<file path="config.mk">
export PLATFORM = sky130hd
export DESIGN_NAME = ham_secded_dec_pipe_flat
export DESIGN_NICKNAME = d
export VERILOG_FILES = /design/src/rtl/ham_secded_dec_pipe_if.sv /design/src/rtl/ham_secded_dec_pipe.sv /design/src/flat_wrapper.sv
export SDC_FILE = /design/constraint.sdc
export NUM_CORES = 1
export LEC_CHECK = 0
export ABC_AREA = 1
export ABC_CLOCK_PERIOD_IN_PS = 1550
export CORE_MARGIN = 3
export CORE_UTILIZATION = 29
export CTS_BUF_LIST = sky130_fd_sc_hd__clkbuf_4
export DETAILED_ROUTE_END_ITERATION = 10
export GPL_TIMING_DRIVEN = 0
export MAX_ROUTING_LAYER = met4
export RECOVER_POWER = 100
export SYNTH_ARGS = -nofsm -noshare
export SYNTH_HDL_FRONTEND = slang
export SYNTH_SLANG_ARGS = --single-unit
</file>
<file path="constraint.sdc">
create_clock -name clk -period 1.55 [get_ports clk]
set_clock_uncertainty 0.15 [all_clocks]
set_input_delay 0.31 -clock clk [delete_from_list [all_inputs] [get_ports clk]]
set_output_delay 0.31 -clock clk [all_outputs]
set_load 0.03 [all_outputs]
</file>
<file path="src/rtl/ham_secded_dec_pipe_if.sv">
// Stream interface for the pipelined Hamming SECDED decoder.
//   master : codeword producer + decoded-word consumer side (drives in_valid,
//            code_in, correct_en, out_ready)
//   slave  : the decoder itself
// Widths are derived from DATA_W exactly as in the decoder:
//   PAR_W  = smallest r with 2^r >= DATA_W+r+1
//   CODE_W = DATA_W+PAR_W+1 (bit 0 is the overall parity bit)
interface ham_secded_dec_pipe_if #(
  parameter int DATA_W = 4
);
  function automatic int calc_par_w(input int dw);
    int r;
    r = 1;
    for (int i = 0; i < 8; i++)
      if ((1 << r) < dw + r + 1) r = r + 1;
    return r;
  endfunction

  localparam int PAR_W  = calc_par_w(DATA_W);
  localparam int CODE_W = DATA_W + PAR_W + 1;

  logic              in_valid;
  logic              in_ready;
  logic [CODE_W-1:0] code_in;
  logic              correct_en;
  logic              out_valid;
  logic              out_ready;
  logic [DATA_W-1:0] data_out;
  logic              err_corr;
  logic              err_uncorr;
  logic [PAR_W:0]    err_pos;

  modport master (
    output in_valid, code_in, correct_en, out_ready,
    input  in_ready, out_valid, data_out, err_corr, err_uncorr, err_pos
  );

  modport slave (
    input  in_valid, code_in, correct_en, out_ready,
    output in_ready, out_valid, data_out, err_corr, err_uncorr, err_pos
  );
endinterface

</file>
<file path="src/rtl/ham_secded_dec_pipe.sv">
// Pipelined, parameterised Hamming SECDED decoder with valid/ready streaming,
// a correct/detect-only mode and saturating error counters.
//
// Ports:
//   clk, rst_n  : clock, asynchronous active-low reset
//   bus (slave) : in_valid/in_ready/code_in/correct_en in,
//                 out_valid/out_ready/data_out/err_corr/err_uncorr/err_pos out
//   cnt_clr     : synchronous clear of both counters (beats an increment)
//   corr_cnt    : delivered words with err_corr set (saturating)
//   uncorr_cnt  : delivered words with err_uncorr set (saturating)
//
// Pipeline: stage 1 holds codeword, syndrome, overall parity and correct_en;
// stage 2 holds corrected data and flags. Each stage advances when its
// downstream slot is empty or being drained, so a full pipe still moves one
// word per cycle while out_ready stays high.
module ham_secded_dec_pipe #(
  parameter int DATA_W = 4,
  parameter int CNT_W  = 16
) (
  input  logic             clk,
  input  logic             rst_n,
  ham_secded_dec_pipe_if.slave bus,
  input  logic             cnt_clr,
  output logic [CNT_W-1:0] corr_cnt,
  output logic [CNT_W-1:0] uncorr_cnt
);
  function automatic int calc_par_w(input int dw);
    int r;
    r = 1;
    for (int i = 0; i < 8; i++)
      if ((1 << r) < dw + r + 1) r = r + 1;
    return r;
  endfunction

  localparam int PAR_W  = calc_par_w(DATA_W);
  localparam int CODE_W = DATA_W + PAR_W + 1;
  localparam int STAGES = 2;

  function automatic bit is_pow2(input int p);
    return (p & (p - 1)) == 0;
  endfunction

  // Hamming position carrying data bit j: j-th non-power-of-two position >= 1.
  function automatic int data_pos(input int j);
    int k;
    int pos;
    k   = 0;
    pos = 0;
    for (int p = 1; p < CODE_W; p++) begin
      if (!is_pow2(p)) begin
        if (k == j) pos = p;
        k = k + 1;
      end
    end
    return pos;
  endfunction

  // vld_pipe[1] = stage-1 valid, vld_pipe[2] = output valid
  logic [STAGES:1] vld_pipe;
  logic            adv2;
  logic            adv1;
  logic            fire_out;

  assign adv2         = ~vld_pipe[2] | bus.out_ready;
  assign adv1         = ~vld_pipe[1] | adv2;
  assign bus.in_ready = adv1;
  assign fire_out     = vld_pipe[2] & bus.out_ready;

  // ---------------- stage 1: syndrome + overall parity ----------------
  logic [PAR_W-1:0] syn_d;
  logic             par_d;

  always_comb begin
    syn_d = '0;
    for (int p = 1; p < CODE_W; p++)
      for (int i = 0; i < PAR_W; i++)
        if (((p >> i) & 1) == 1) syn_d[i] = syn_d[i] ^ bus.code_in[p];
  end

  assign par_d = ^bus.code_in;

  logic [CODE_W-1:0] s1_code;
  logic [PAR_W-1:0]  s1_syn;
  logic              s1_par;
  logic              s1_ce;

  always_ff @(posedge clk or negedge rst_n) begin
    if (!rst_n) begin
      vld_pipe[1] <= 1'b0;
      s1_code     <= '0;
      s1_syn      <= '0;
      s1_par      <= 1'b0;
      s1_ce       <= 1'b0;
    end else if (adv1) begin
      vld_pipe[1] <= bus.in_valid;
      if (bus.in_valid) begin
        s1_code <= bus.code_in;
        s1_syn  <= syn_d;
        s1_par  <= par_d;
        s1_ce   <= bus.correct_en;
      end
    end
  end

  // ---------------- stage 2: classify, correct, extract ----------------
  logic              syn_nz;
  logic              syn_in_range;
  logic              single;
  logic              par_only;
  logic              dbl;
  logic              out_of_range;
  logic [CODE_W-1:0] flip_mask;
  logic [CODE_W-1:0] fixed_code;
  logic [DATA_W-1:0] data_d;
  logic              corr_d;
  logic              uncorr_d;
  logic [PAR_W:0]    pos_d;

  assign syn_nz       = |s1_syn;
  // Syndromes beyond the last real position only exist in shortened codes.
  assign syn_in_range = {1'b0, s1_syn} < (PAR_W+1)'(CODE_W);
  assign single       = s1_par &  syn_nz &  syn_in_range;
  assign par_only     = s1_par & ~syn_nz;
  assign dbl          = ~s1_par & syn_nz;
  assign out_of_range = s1_par &  syn_nz & ~syn_in_range;

  // Only a real in-range single error is ever flipped, and only when enabled.
  assign flip_mask  = (single & s1_ce) ? (CODE_W'(1) << s1_syn) : '0;
  assign fixed_code = s1_code ^ flip_mask;

  for (genvar j = 0; j < DATA_W; j++) begin : g_extract
    localparam int DP = data_pos(j);
    assign data_d[j] = fixed_code[DP];
  end

  assign corr_d   = single | par_only;
  assign uncorr_d = dbl | out_of_range;
  assign pos_d    = single ? {1'b0, s1_syn} : '0;

  logic [DATA_W-1:0] data_q;
  logic              corr_q;
  logic              uncorr_q;
  logic [PAR_W:0]    pos_q;

  always_ff @(posedge clk or negedge rst_n) begin
    if (!rst_n) begin
      vld_pipe[2] <= 1'b0;
      data_q      <= '0;
      corr_q      <= 1'b0;
      uncorr_q    <= 1'b0;
      pos_q       <= '0;
    end else if (adv2) begin
      vld_pipe[2] <= vld_pipe[1];
      if (vld_pipe[1]) begin
        data_q   <= data_d;
        corr_q   <= corr_d;
        uncorr_q <= uncorr_d;
        pos_q    <= pos_d;
      end
    end
  end

  assign bus.out_valid  = vld_pipe[2];
  assign bus.data_out   = data_q;
  assign bus.err_corr   = corr_q;
  assign bus.err_uncorr = uncorr_q;
  assign bus.err_pos    = pos_q;

  // ---------------- saturating error counters ----------------
  always_ff @(posedge clk or negedge rst_n) begin
    if (!rst_n) begin
      corr_cnt   <= '0;
      uncorr_cnt <= '0;
    end else if (cnt_clr) begin
      corr_cnt   <= '0;
      uncorr_cnt <= '0;
    end else if (fire_out) begin
      if (corr_q && corr_cnt != '1)     corr_cnt   <= corr_cnt + 1'b1;
      if (uncorr_q && uncorr_cnt != '1) uncorr_cnt <= uncorr_cnt + 1'b1;
    end
  end
endmodule

</file>
<file path="src/flat_wrapper.sv">
// flat-port wrapper written by rule: the top's interface ports become plain ports
module ham_secded_dec_pipe_flat 
#(
  parameter int DATA_W = 4,
  parameter int CNT_W  = 16
)
  (clk, rst_n, cnt_clr, corr_cnt, uncorr_cnt, bus_in_valid, bus_code_in, bus_correct_en, bus_out_ready, bus_in_ready, bus_out_valid, bus_data_out, bus_err_corr, bus_err_uncorr, bus_err_pos);
  ham_secded_dec_pipe_if #(.DATA_W(DATA_W)) bus_i ();
  input  logic clk;
  input  logic rst_n;
  input  logic cnt_clr;
  output logic [CNT_W-1:0] corr_cnt;
  output logic [CNT_W-1:0] uncorr_cnt;
  input wire logic [$bits(bus_i.in_valid)-1:0] bus_in_valid;
  input wire logic [$bits(bus_i.code_in)-1:0] bus_code_in;
  input wire logic [$bits(bus_i.correct_en)-1:0] bus_correct_en;
  input wire logic [$bits(bus_i.out_ready)-1:0] bus_out_ready;
  output wire logic [$bits(bus_i.in_ready)-1:0] bus_in_ready;
  output wire logic [$bits(bus_i.out_valid)-1:0] bus_out_valid;
  output wire logic [$bits(bus_i.data_out)-1:0] bus_data_out;
  output wire logic [$bits(bus_i.err_corr)-1:0] bus_err_corr;
  output wire logic [$bits(bus_i.err_uncorr)-1:0] bus_err_uncorr;
  output wire logic [$bits(bus_i.err_pos)-1:0] bus_err_pos;
  assign bus_i.in_valid = bus_in_valid;
  assign bus_i.code_in = bus_code_in;
  assign bus_i.correct_en = bus_correct_en;
  assign bus_i.out_ready = bus_out_ready;
  assign bus_in_ready = bus_i.in_ready;
  assign bus_out_valid = bus_i.out_valid;
  assign bus_data_out = bus_i.data_out;
  assign bus_err_corr = bus_i.err_corr;
  assign bus_err_uncorr = bus_i.err_uncorr;
  assign bus_err_pos = bus_i.err_pos;
  ham_secded_dec_pipe #(.DATA_W(DATA_W), .CNT_W(CNT_W)) u_core (.clk(clk), .rst_n(rst_n), .bus(bus_i), .cnt_clr(cnt_clr), .corr_cnt(corr_cnt), .uncorr_cnt(uncorr_cnt));
endmodule
</file>
# [Yosys cells after proc, flatten, opt, wreduce, memory -nomap -nowiden]
# Index checks and enable logic that the tools add are counted.
[word_totals] register_bits=57 output_inout_bits=44 wordCells=58
[op_classes] muxes=8 n_reduce_logical=11 add_sub_neg=2 shift=1 eq_ne=2 n_bitwise=22
[ops] operator="16-bit 2-to-1 mux" n=6
[ops] operator="16-bit by 1-bit adder with 16-bit output, second input constant" n=2
[ops] operator="16-bit != test, second input constant" n=2
[ops] operator="1-bit bitwise XOR" n=9
[ops] operator="8-bit 2-to-1 mux" n=1
[ops] operator="2-bit AND reduction" n=4
[ops] operator="8-bit parity" n=1
[ops] operator="1-bit by 3-bit << shifter with 8-bit output, first input constant" n=1
[ops] operator="8-bit bitwise XOR" n=1
[ops] operator="2-bit nonzero test" n=3
[ops] operator="1-bit bitwise AND" n=5
[ops] operator="1-bit inverter" n=4
[ops] operator="3-bit 2-to-1 mux" n=1
[ops] operator="1-bit bitwise OR" n=3
[ops] operator="3-bit OR reduction" n=1
[ops] operator="1-bit logical AND" n=2

# [Logic depth before layout (Yosys ltp)]
# Gate-level depths: netlist (run 1).
[depth] word_depth=5 mapped_depth=10

# [Least setup slack after synthesis (run 1)]
# OpenSTA, ideal clock, no wires.
[synth_path] path_kind="flip-flop to flip-flop" start="register u_core.uncorr_cnt[0]" end="register u_core.uncorr_cnt[2]" stages_incl_launch_ff=10 t_arrival_ns=1.644 required_ns=1.334 slack_ns=-0.310 synth_period_minus_slack_ns=1.860 n_path_buf=1 path_cell_list="dfrtp_1 ha_1 nand3_2 inv_2 nand2_2 nor2_4 nor2_4 buf_2 nand4_1 nand2_1"
[synth_via] elab_chain_cells=4
[synth_lines] item="from (decl)" line_no="ham_secded_dec_pipe.sv:25" text="output logic [CNT_W-1:0] uncorr_cnt"
[synth_lines] item="from (signal assigned)" line_no="ham_secded_dec_pipe.sv:179" text="if (uncorr_q && uncorr_cnt != '1) uncorr_cnt <= uncorr_cnt + 1'b1;"
[synth_lines] item="16-bit by 1-bit adder with 16-bit output / 16-bit != test (equally long branches)" line_no="ham_secded_dec_pipe.sv:179"
[synth_lines] item="16-bit 2-to-1 mux / 1-bit logical AND (equally long branches)" line_no="ham_secded_dec_pipe.sv:179"
[synth_lines] item="16-bit 2-to-1 mux / 2-bit nonzero test (equally long branches)"
[synth_lines] item="16-bit 2-to-1 mux / 2-bit AND reduction (equally long branches)"
# Parallel ways exist; a longest one is shown, timed or not. The select of a mux whose other input is x is not followed.
# A chain may end at the register's enable or synchronous reset.

# [Worst setup path after layout (run 1)]
[layout_path] start="register u_core.corr_cnt[0]" end="output port corr_cnt[0]"
[layout_rtl] item="from (decl)" line_no="ham_secded_dec_pipe.sv:24" text="output logic [CNT_W-1:0] corr_cnt,"
[layout_rtl] item="from (signal assigned)" line_no="ham_secded_dec_pipe.sv:178" text="if (corr_q && corr_cnt != '1) corr_cnt <= corr_cnt + 1'b1;"
[layout_rtl] item="to (decl)" line_no="flat_wrapper.sv:12" text="output logic [CNT_W-1:0] corr_cnt;"
# No word-level cell between the ends.

==> results of run 1 <==
-- area by class of cell --
class	instances	area [um^2]
plain buffers	12	86.3
clock buffers	5	37.5
clock inverters	3	18.8
fillers	1049	5840
inverters	29	111
multi-input cells	325	1820
flip-flops and latches	52	1340
well taps	136	170
repair buffers	117	951
-- cell usage in the layout, fill, tap and decap left out, types with 2 or more instances in the layout --
cell type	synthesis	layout
buf_2	2	15
buf_4	1	51
buf_6	2	30
clkbuf_1	7	4
clkbuf_2	0	15
clkbuf_4	0	6
clkdlybuf4s50_1	0	9
clkinv_1	1	2
clkinvlp_4	0	2
dfrtp_1	52	25
dfrtp_2	0	27
ha_4	0	2
inv_1	26	26
nand2_1	162	127
nand2_2	4	32
nand2_4	0	7
nand3_1	23	23
nand3_4	0	2
nand3b_1	2	2
nand4_1	30	30
nor2_1	35	31
nor2_2	3	3
nor2_4	5	9
nor2_8	2	2
nor3_1	3	3
o21ai_0	14	14
o21bai_1	8	8
or2_2	4	4
xnor2_1	11	11
xor2_1	12	12
-- routing by layer --
layer,vias up,part of all wire [%]
li1,1593,-
met2,93,51
met3,11,4.6
met1,1526,43
met4,0,1.3
met5,-,0
-- timing repair --
action / in CTS / in global routing
gates cloned: 4 / 0
buffers inserted: 32 / 26
hold endpoints to repair: 18 / 0
hold buffers: 1 / 0
endpoints found under the setup margin: 75 / 54
gates resized for setup: 281 / 62
pin swaps: 14 / 13
-- flip-flops by register name (all words and copies together) (netlist names) --
name	flops
u_core.corr_cnt	16
u_core.uncorr_cnt	16
u_core.bus.data_out	4
u_core.s1_code	4
u_core.bus.err_pos	3
u_core.s1_syn	3
u_core.bus.err_corr	1
u_core.bus.err_uncorr	1
u_core.bus.out_valid	1
u_core.s1_ce	1
u_core.s1_par	1
u_core.vld_pipe	1
-- final timing paths --
check | to | cells after the start | slack [ns] | from
setup / recovery | corr_cnt[0] | 3 | -0.15 | u_core.corr_cnt[0]
hold / removal | u_core.s1_code[6] | 3 | 0.11 | bus_code_in[6]
setup reg to reg | u_core.uncorr_cnt[13] | 10 | -0.15 | u_core.uncorr_cnt[1]
hold reg to reg | u_core.bus.data_out[2] | 2 | 0.35 | u_core.bus.data_out[2]
max in group asynchronous | u_core.bus.out_valid | 3 | 0.17 | rst_n
min in group asynchronous | u_core.uncorr_cnt[2] | 2 | 0.23 | rst_n
-- power breakdown --
group	switching, W	internal (W)	leakage [nW]	total (W)
sequential	0.000112	0.00150	0.648	0.00161
combinational	0.000640	0.000368	1.52	0.00101
clock	0.000464	0.000172	0.0249	0.000636
-- per-stage QoR --
stage / cell area (um^2) / hold WS (ns)
finish: 4530 / 0.111
global placement: 3900 / 0.324
global route: 4530 / 0.0822
detailed placement: 3910 / 0.132
CTS: 4190 / 0.0898
floorplan: 3190 / -0.136
-- logic make-up after synthesis --
kind of cell | after synthesis | share of synthesized area [%]
AO/OA/AOI/OAI | 24 | 4.59
XOR/XNOR | 23 | 6.48
adder cells (fa/ha/maj) | 2 | 0.805
buffers and inverters | 41 | 5.64
flip-flops | 52 | 41.9
other | 1 | 0.121
AND/OR/NAND/NOR | 275 | 40.5
-- critical path, cell delays in order (launching register included) --
cell and delay, ns:
dfrtp_2 0.46, buf_4 0.14, buf_4 0.12, buf_6 0.13
==> metrics.md, run 1 <==
| Metric | Value |
|---|---|
| Failing checks | setup timing |
| Iteration-0 DRC Markers | approximately 130 |
| EDFF count, synth | 0 |
| PwrDens | 717 nW/um^2 |
| Critical path type | register to output pin |
| Number of global-route vias before repair | 3118 |
| Detailed-route DRC error count | 0 |
| Setup-violating endpoint count in the final report | 43 |
| Number of unique standard cell types used by synthesis | 28 |
| Num ports | 58 |
| Most area-consuming cells after synthesis | dfrtp_1 42%, nand2_1 20%, nand4_1 6.0%, nor2_1 4.2%, nand3_1 3.7% |
| Number of placement rows | 37 |
| Flip-flop and latch count after synthesis | 52 |
| Met3 capacity usage during global routing | under 10% |
| Worst Setup End Kind | output pin |
| Buffer cell driving the clock tree root | clkbuf_4 |
| Clock transition at path regs | about 0.17 ns |
| DP Worst Slack | -0.599 ns |
| DRT Wirelength | between 9000 and 10000 um |
| Area enclosed by the die boundary | 12000 um^2 |
| Worst EP required | 1.09 ns |
| Vias | ~3.2k |
| Average wire length per cell after detail routing | roughly 13 um |
| Total overflow reported by the global router | 0 |
| Worst vdd rail ir drop | around 0.33 mV |
| Total of warnings raised by yosys | 0 |
| Die outline height | around 110 um |
| Die width | ~110 um |
| Outcome | finished with violations |
| Floorplan Core Area | 10400 um^2 |
| Synth Cell Area | slightly above 3000 um^2 |
| Final hold violation count | 0 |
| Routability Congestion | approximately 0.85 |
| Maximum clock rate | around 590 MHz |
| Wire length of the first global-routing pass | ~15000 um |
| Final-stage net count | between 500 and 600 |
| Max-cap check violation count | 0 |
| CTS tree | built |
| Most frequent cells after synthesis | 162 x nand2_1, 52 x dfrtp_1, 35 x nor2_1, 30 x nand4_1, 26 x inv_1 |
| Startpoint kind of the worst setup timing path | register |
| Met2 Track Usage GR | 26.9% |
| Primary FF master, synth | dfrtp_1 |
| Area added between synthesis and finish | 45.9% |
| Smallest setup slack after layout | -0.152 ns |
| Largest net degree at the start of global routing | 35 |
| Period minus WS final | roughly 1.7 ns |
| Largest area contributor in the netlist | dfrtp_1 |
| Net Count, Synth | between 400 and 500 |
| Crit path max fanout | 2 |
| Clock buffers created by TritonCTS | 5 |
| Final-report max-slew violation count | 0 |
| Met1 track utilization from global routing | 19.5% |
| Antenna diodes | 0 |
| Mean area per synthesized cell | 7.43 um^2 |
| Source-to-sink clock delay at the later pin of the worst-skew pair | 0.39 ns |
| Share of final-layout standard cells stronger than drive strength 1 | 38.9% |
| Total power after layout | 0.00325 W |
| Initial cell density of the core | 30.0% |
| GR Util All Layers | between 10% and 20% |
| Most used standard cell by instance count after synthesis | nand2_1 |
| Number of non-filler instances in the completed layout | 679 |
| Endpoint arrival time on the critical path | between 1 and 1.5 ns |
| Area fraction of the dominant cell type after synthesis | a little over two fifths |
| Final setup TNS | -4.00 ns |
| Instance count after placement with tap cells included | around 610 |
| Proportion of synthesized chip area in sequential cells | about two fifths |
| Antenna-violating nets left | 0 |
| Leakage dissipation | between 2 and 2.5 nW |
| Fraction of registers with async set or reset after synthesis | 100% |
| Placed wire-length estimate after detailed placement | about 6000 um |
| Antenna violations before repair | 0 |
| Count of clock tree sinks | 52 |
| First-pass iteration count of the detailed router | 6 |
| Final design utilization | 43.7% |
| Busiest layer in global routing | met2 |
| HP Class | primary input to register |
| Total number of H-tree levels | 2 |
| Count of mapped cells out of synthesis | approximately 420 |
| Fraction of the cycle the final worst path needs | 110% |
| Buffers added on ports | between 50 and 60 |
| Maximum root-to-sink buffer count | 2 |
| Setup repair after global routing missed its margin | yes |
| Via-to-Cell Ratio | 4.75 |
Note: power is estimated with default switching activity, not from simulation.
==> run 2: changes to the inputs <==
CORE_MARGIN = 2   (was 3)
MAX_ROUTING_LAYER = unset   (was met4)
==> run 2 against run 1 <==
Against the previous run:
- register-to-register slack barely moved
- critical path type is now register to register
- sequential power is essentially flat
- largest cell class unchanged
- hold slack worse by 0.024 ns
- die area down 3.6%
- the flow still finishes with violations (setup timing)
- power increased by 4.2%
==> metrics.md, run 2 (synthesis gave the netlist of run 1 again) <==
| Metric | Value |
|---|---|
| Outcome | finished with violations |
| Failing checks | setup timing |
| Share of final-layout standard cells stronger than drive strength 1 | 38.0% (-0.85 points) |
| Antenna diodes | 0 (unchanged) |
| Initial cell density of the core | 30.0% (unchanged) |
| Registers with the most flip-flops | u_core.corr_cnt x16, u_core.uncorr_cnt x16 |
| Antenna-violating nets left | 0 (unchanged) |
| Final-report max-slew violation count | 0 (unchanged) |
| Maximum clock rate | 587 MHz (-0.18%) |
| Most common cell after layout, fill and taps aside | nand2_1 |
| Detailed-route DRC error count | 0 (unchanged) |
| Crit path max fanout | 5 (+3) |
| Clock buffers created by TritonCTS | 5 (unchanged) |
| Vias | 3149 (-2.3%) |
| Number of non-filler instances in the completed layout | 678 (-0.15%) |
| First-pass iteration count of the detailed router | 4 (-2) |
| Top library cells by usage in the layout, fill and taps aside | 129 x nand2_1, 52 x buf_4, 34 x nand2_2 |
| Final design utilization | 43.3% (-0.37 points) |
| Iteration-0 DRC Markers | 96 (-24%) |
| Worst vdd rail ir drop | 0.434 mV (+30%) |
| PwrDens | 754 nW/um^2 (+5.1%) |
| Met1 track utilization from global routing | 20.0% (+0.50 points) |
| Net switching power figure | 0.00121 W (-0.90%) |
| Switching share of power | 35.6% (-1.8 points) |
| Fraction of the cycle the final worst path needs | 110% (+0.20 points) |
| Area added between synthesis and finish | 44.7% |
| Slowest-stage cell, CP | dfrtp_2 |
| Routability Congestion | 0.835 (-2.3%) |
| Cells along the critical path | ha_4 -> nand3_4 -> inv_4 -> nand2_4 -> nor2_4 -> nor2_4 -> nor2_8 -> buf_6 -> nand2_2 -> nand2_1 |
| Number of global-route vias before repair | 2983 (-4.3%) |
| Num ports | 58 (unchanged) |
| HP Class | primary input to register |
| Source-to-sink clock delay at the later pin of the worst-skew pair | 0.39 ns (about the same) |
| Average wire length per cell after detail routing | 12.8 um (-3.7%) |
| DRT Wirelength | 8700 um (-3.8%) |
| Transition time at the pin with the least slew margin | around 0.53 ns |
| Busiest layer in global routing | met2 |
| Clock network power share | 23.6% (+4.1 points) |
| Internal Dissipation | 0.00218 W (+7.3%) |
| Wire length of the first global-routing pass | 14200 um (-3.7%) |
| Cell seen most often among critical-path stages | nor2_4 |
| Number of placement rows | 37 (unchanged) |
| Met2 Track Usage GR | 25.7% (-1.2 points) |
| Setup repair after global routing missed its margin | yes |
| Largest net degree at the start of global routing | 32 (-8.6%) |
| Floorplan Core Area | 10400 um^2 (unchanged) |
| Buffers added on ports | 54 (unchanged) |
| Count of clock tree sinks | 52 (unchanged) |
| Worst Setup End Kind | register |
| Setup-violating endpoint count in the final report | 39 (-9.3%) |
| Final-stage net count | 557 (-0.18%) |
| Kind of cell with the highest combined delay on the critical path | simple AND/OR/NAND/NOR gates |
| Buffer cell driving the clock tree root | clkbuf_4 |
| GR Util All Layers | 15.3% (-0.56 points) |
| Met3 capacity usage during global routing | 2.91% (+0.20 points) |
| Maximum root-to-sink buffer count | 2 (unchanged) |
| Area enclosed by the die boundary | 11600 um^2 (-3.6%) |
| Critical path type | register to register |
| Filler instances | 1030 (-1.8%) |
| Period minus WS final | 1.70 ns (+0.00311 ns) |
| Final setup TNS | -3.15 ns (+0.853 ns) |
| Instance count after placement with tap cells included | 609 (unchanged) |
| Leakage dissipation | 2.17 nW (-1.4%) |
| Total number of H-tree levels | 2 (unchanged) |
| Total overflow reported by the global router | 0 (unchanged) |
| Sequential share of power | 47.6% (-1.9 points) |
| Count of buffering cells on the critical path with inverters included | 2 (-1) |
| CTS tree | built |
| Placed wire-length estimate after detailed placement | 5750 um (-4.1%) |
| Startpoint kind of the worst setup timing path | register |
| Largest incremental delay on the critical path | 0.46 ns (about the same) |
| Die width | 108 um (-1.8%) |
| Max-cap check violation count | 0 (unchanged) |
| Combinational share of power | 28.8% (-2.2 points) |
| Antenna violations before repair | 0 (unchanged) |
| Worst EP required | 1.67 ns (+0.58 ns) |
| Max-Slew Margin vs Limit | 64.5% |
| Final hold violation count | 0 (unchanged) |
| Smallest setup slack after layout | -0.155 ns (-0.00311 ns) |
| Endpoint arrival time on the critical path | 1.83 ns (+0.59 ns) |
| Via-to-Cell Ratio | 4.64 (-2.2%) |
| Die outline height | 108 um (-1.8%) |
| Clock transition at path regs | 0.16 ns (about the same) |
[run 2: routing by layer]
metal / share of wire (%) / wire [um]
met4: 1.2 / 101
met3: 4.8 / 416
met1: 44 / 3860
met5: 0 / 0
met2: 50 / 4320
[run 2: path summary, 6_finish.rpt]
kind                                              from                     end  slack, ns  depth (start not counted)
worst max-delay path              u_core.uncorr_cnt[1]   u_core.uncorr_cnt[12]      -0.15                         10
worst min-delay path                    bus_code_in[6]       u_core.s1_code[6]       0.09                          3
worst max register to register    u_core.uncorr_cnt[1]   u_core.uncorr_cnt[12]      -0.15                         10
worst min register to register  u_core.bus.data_out[3]  u_core.bus.data_out[3]       0.37                          2
max in group asynchronous                        rst_n    u_core.bus.out_valid       0.15                          3
min in group asynchronous                        rst_n    u_core.uncorr_cnt[2]       0.26                          2
[run 2: cell type report]
| cell class | instances | area [um^2] | share of cell area [%] |
|---|---|---|---|
| Clock buffer | 5 | 37.5 | 0.835 |
| Inverter | 29 | 111 | 2.48 |
| Timing Repair Buffer | 116 | 915 | 20.4 |
| Sequential cell | 52 | 1330 | 29.6 |
| Tap cell | 136 | 170 | 3.79 |
| Clock inverter | 3 | 42.5 | 0.947 |
| Buffer | 12 | 85.1 | 1.89 |
| Multi-Input combinational cell | 325 | 1800 | 40.1 |
[run 2: metrics by stage]
stage / instance area (um^2) / worst slack [ns] / total power [W] / hold slack (ns)
detailed placement: 3910 / -0.583 / 0.00258 / 0.167
global route: 4490 / -0.220 / 0.00358 / 0.0820
finish: 4490 / -0.155 / 0.00339 / 0.0876
floorplan: 3190 / -0.146 / 0.00218 / -0.136
global placement: 3900 / -1.81 / 0.00256 / 0.325
CTS: 4260 / -0.141 / 0.00341 / 0.0796
[run 2: tightest hold or removal path, cell delays in order]
cell	delay (ns)
clkbuf_1	0.16
nand2_1	0.10
nand2_1	0.04
[run 2: repair_timing]
item / 4_1_cts / 5_1_grt
pin swaps: 17 / 10
buffers inserted: 38 / 19
cloned: 4 / 0
setup endpoints to repair: 75 / 50
endpoints found under the hold margin: 21 / 0
hold buffers: 1 / 0
gates resized for setup: 268 / 55
[run 2: power by group through the flow]
stage	sequential [W]	combinational, W	clock, W
final	0.00161	0.000974	0.000800
after global routing	0.00164	0.00107	0.000872
after CTS	0.00162	0.000979	0.000818
after detailed placement	0.00165	0.000930	0
after global placement	0.00165	0.000915	0
after floorplan	0.00180	0.000376	0
==> run 3: changes to the inputs <==
CORE_UTILIZATION = 49   (was 29)
PLACE_DENSITY = 0.79   (was unset)
==> run 3 against run 2 <==
Against the previous run:
- the run still ends with setup timing left
- register-to-register slack worse by 0.04 ns
- largest power group unchanged
- design area down 4.1%
- critical path depth unchanged
- setup slack lost 0.041 ns
==> metrics.md, run 3 (synthesis gave the netlist of run 1 again) <==
| Metric | Value |
|---|---|
| Critical path type | register to register |
| Max-cap check violation count | 0 (unchanged) |
| Placed wire-length estimate after detailed placement | 5630 um (-2.0%) |
| Failing checks | setup timing |
| Registers with the most flip-flops | u_core.corr_cnt x16, u_core.uncorr_cnt x16 |
| Vias | 3326 (+5.6%) |
| Met1 track utilization from global routing | 30.1% (+10 points) |
| Total overflow reported by the global router | 0 (unchanged) |
| Via-to-Cell Ratio | 5.45 (+17%) |
| Number of non-filler instances in the completed layout | 610 (-10%) |
| Worst Setup End Kind | register |
| Worst EP required | 1.69 ns (+0.02 ns) |
| Clock transition at path regs | 0.16 ns (about the same) |
| Iteration-0 DRC Markers | 172 (+79%) |
| Buffer cell driving the clock tree root | clkbuf_4 |
| Cells along the critical path | ha_4 -> nand3_4 -> inv_4 -> nand2_4 -> nor2_4 -> nor2_4 -> nor2_8 -> buf_6 -> nand2_4 -> nand2_2 |
| Period minus WS final | 1.75 ns (+0.0413 ns) |
| Final setup TNS | -4.91 ns (-1.77 ns) |
| Maximum root-to-sink buffer count | 2 (unchanged) |
| Crit path max fanout | 5 (unchanged) |
| HP Class | primary input to register |
| Met2 Track Usage GR | 43.5% (+18 points) |
| Fraction of the cycle the final worst path needs | 113% (+2.7 points) |
| Source-to-sink clock delay at the later pin of the worst-skew pair | 0.38 ns (about the same) |
| Detailed-route DRC error count | 0 (unchanged) |
| Largest net degree at the start of global routing | 32 (unchanged) |
| Top library cells by usage in the layout, fill and taps aside | 126 x nand2_1, 44 x buf_4, 34 x nand2_2 |
| Number of global-route vias before repair | 3078 (+3.2%) |
| Count of buffering cells on the critical path with inverters included | 2 (unchanged) |
| Instance count after placement with tap cells included | 550 (-9.7%) |
| Count of clock tree sinks | 52 (unchanged) |
| Final design utilization | 69.0% (+26 points) |
| Die width | 83.6 um (-22%) |
| Area enclosed by the die boundary | 6990 um^2 (-39%) |
| Average wire length per cell after detail routing | 14.8 um (+15%) |
| Buffers added on ports | 54 (unchanged) |
| Share of final-layout standard cells stronger than drive strength 1 | 37.3% (-0.67 points) |
| Final-report max-slew violation count | 0 (unchanged) |
| Clock buffers created by TritonCTS | 5 (unchanged) |
| CTS tree | built |
| Antenna-violating nets left | 0 (unchanged) |
| Antenna diodes | 0 (unchanged) |
| Smallest setup slack after layout | -0.196 ns (-0.0413 ns) |
| Total power after layout | 0.00342 W (+0.95%) |
| Initial cell density of the core | 49.8% (+20 points) |
| Setup repair after global routing missed its margin | yes |
| Max-Slew Margin vs Limit | 60.2% (-4.3 points) |
| Routability Congestion | 0.849 (+1.7%) |
| Antenna violations before repair | 0 (unchanged) |
| Final-stage net count | 548 (-1.6%) |
| Endpoint arrival time on the critical path | 1.89 ns (+0.06 ns) |
| Met3 capacity usage during global routing | 3.76% (+0.85 points) |
| Total number of H-tree levels | 2 (unchanged) |
| Transition time at the pin with the least slew margin | 0.597 ns (+0.0640 ns) |
| Slowest-stage cell, CP | dfrtp_2 |
| DRT Wirelength | 9020 um (+3.7%) |
| Final hold violation count | 0 (unchanged) |
| Number of placement rows | 29 (-22%) |
| Maximum clock rate | 573 MHz (-2.4%) |
| Largest incremental delay on the critical path | 0.47 ns (about the same) |
| Setup-violating endpoint count in the final report | 34 (-13%) |
| Busiest layer in global routing | met2 |
| PwrDens | 794 nW/um^2 (+5.3%) |
| Most common cell after layout, fill and taps aside | nand2_1 |
| Worst vdd rail ir drop | 0.461 mV (+6.2%) |
| Leakage dissipation | 2.14 nW (-1.3%) |
| Startpoint kind of the worst setup timing path | register |
| Outcome | finished with violations |
| Num ports | 58 (unchanged) |
| Wire length of the first global-routing pass | 14000 um (-1.8%) |
| First-pass iteration count of the detailed router | 5 (+1) |
| Floorplan Core Area | 6240 um^2 (-40%) |
| GR Util All Layers | 24.5% (+9.2 points) |
| Area added between synthesis and finish | 38.7% |
| Kind of cell with the highest combined delay on the critical path | simple AND/OR/NAND/NOR gates |
| Die outline height | 83.6 um (-22%) |
## run 3: cell count changes in the layout (fill, tap and decap cells not counted), sizes merged
cell	before	now
clkbuf	32	37
dlygate4sd2	2	0
dlymetal6s2s	0	1
buf	89	76
## run 3: per-stage QoR
stage / setup WS, ns / hold slack (ns) / area [um^2]
after floorplan: -0.146 / -0.136 / 3190
after global placement: -1.73 / 0.318 / 3820
after detailed placement: -0.618 / 0.170 / 3840
after CTS: -0.152 / 0.0858 / 4150
after global routing: -0.247 / 0.105 / 4310
final: -0.196 / 0.0970 / 4310
## run 3: final timing paths
check,from,end,slack (ns),depth (start not counted)
max,u_core.uncorr_cnt[0],u_core.uncorr_cnt[1],-0.20,10
min,bus_code_in[6],u_core.s1_code[6],0.1,3
max reg2reg,u_core.uncorr_cnt[0],u_core.uncorr_cnt[1],-0.20,10
min reg2reg,u_core.bus.err_pos[2],u_core.bus.err_pos[2],0.35,2
max in group asynchronous,rst_n,u_core.corr_cnt[7],0.12,3
min in group asynchronous,rst_n,u_core.corr_cnt[5],0.29,2
## run 3: what timing repair did
| action | CTS | global route |
|---|---|---|
| endpoints found under the hold margin | 21 | 0 |
| pin swaps | 16 | 10 |
| resized for setup | 256 | 59 |
| hold buffers | 1 | 0 |
| endpoints found under the setup margin | 75 | 47 |
| cloned | 4 | 0 |
| buffers inserted | 33 | 15 |
## run 3: metal layers
metal | share of wire, % | vias to the layer above | routed length [um]
met4 | 2.3 | 0 | 204
met3 | 6.0 | 25 | 541
li1 | - | 1579 | -
met2 | 51 | 144 | 4630
met5 | 0 | - | 0
met1 | 40 | 1578 | 3650
## run 3: power breakdown
group / switching, W / internal (W) / total [W] / leakage (nW)
Clock: 0.000469 / 0.000337 / 0.000806 / 0.0412
Sequential: 0.000111 / 0.00149 / 0.00161 / 0.661
Combinational: 0.000638 / 0.000370 / 0.00101 / 1.44
## run 3: cell type report
type | instances | area [um^2]
Multi-Input combinational cell | 325 | 1820
Inverter | 29 | 111
Tap cell | 77 | 96.3
Sequential cell | 52 | 1330
Clock buffer | 5 | 37.5
Timing Repair Buffer | 107 | 795
Fill cell | 489 | 1930
Buffer | 12 | 86.3
Clock inverter | 3 | 42.5
## run 3: tightest hold or removal path, delay by kind of cell
kind,cells,cell delay [ns]
and+or+nand+nor,2,0.14
buffers and inverters,1,0.15
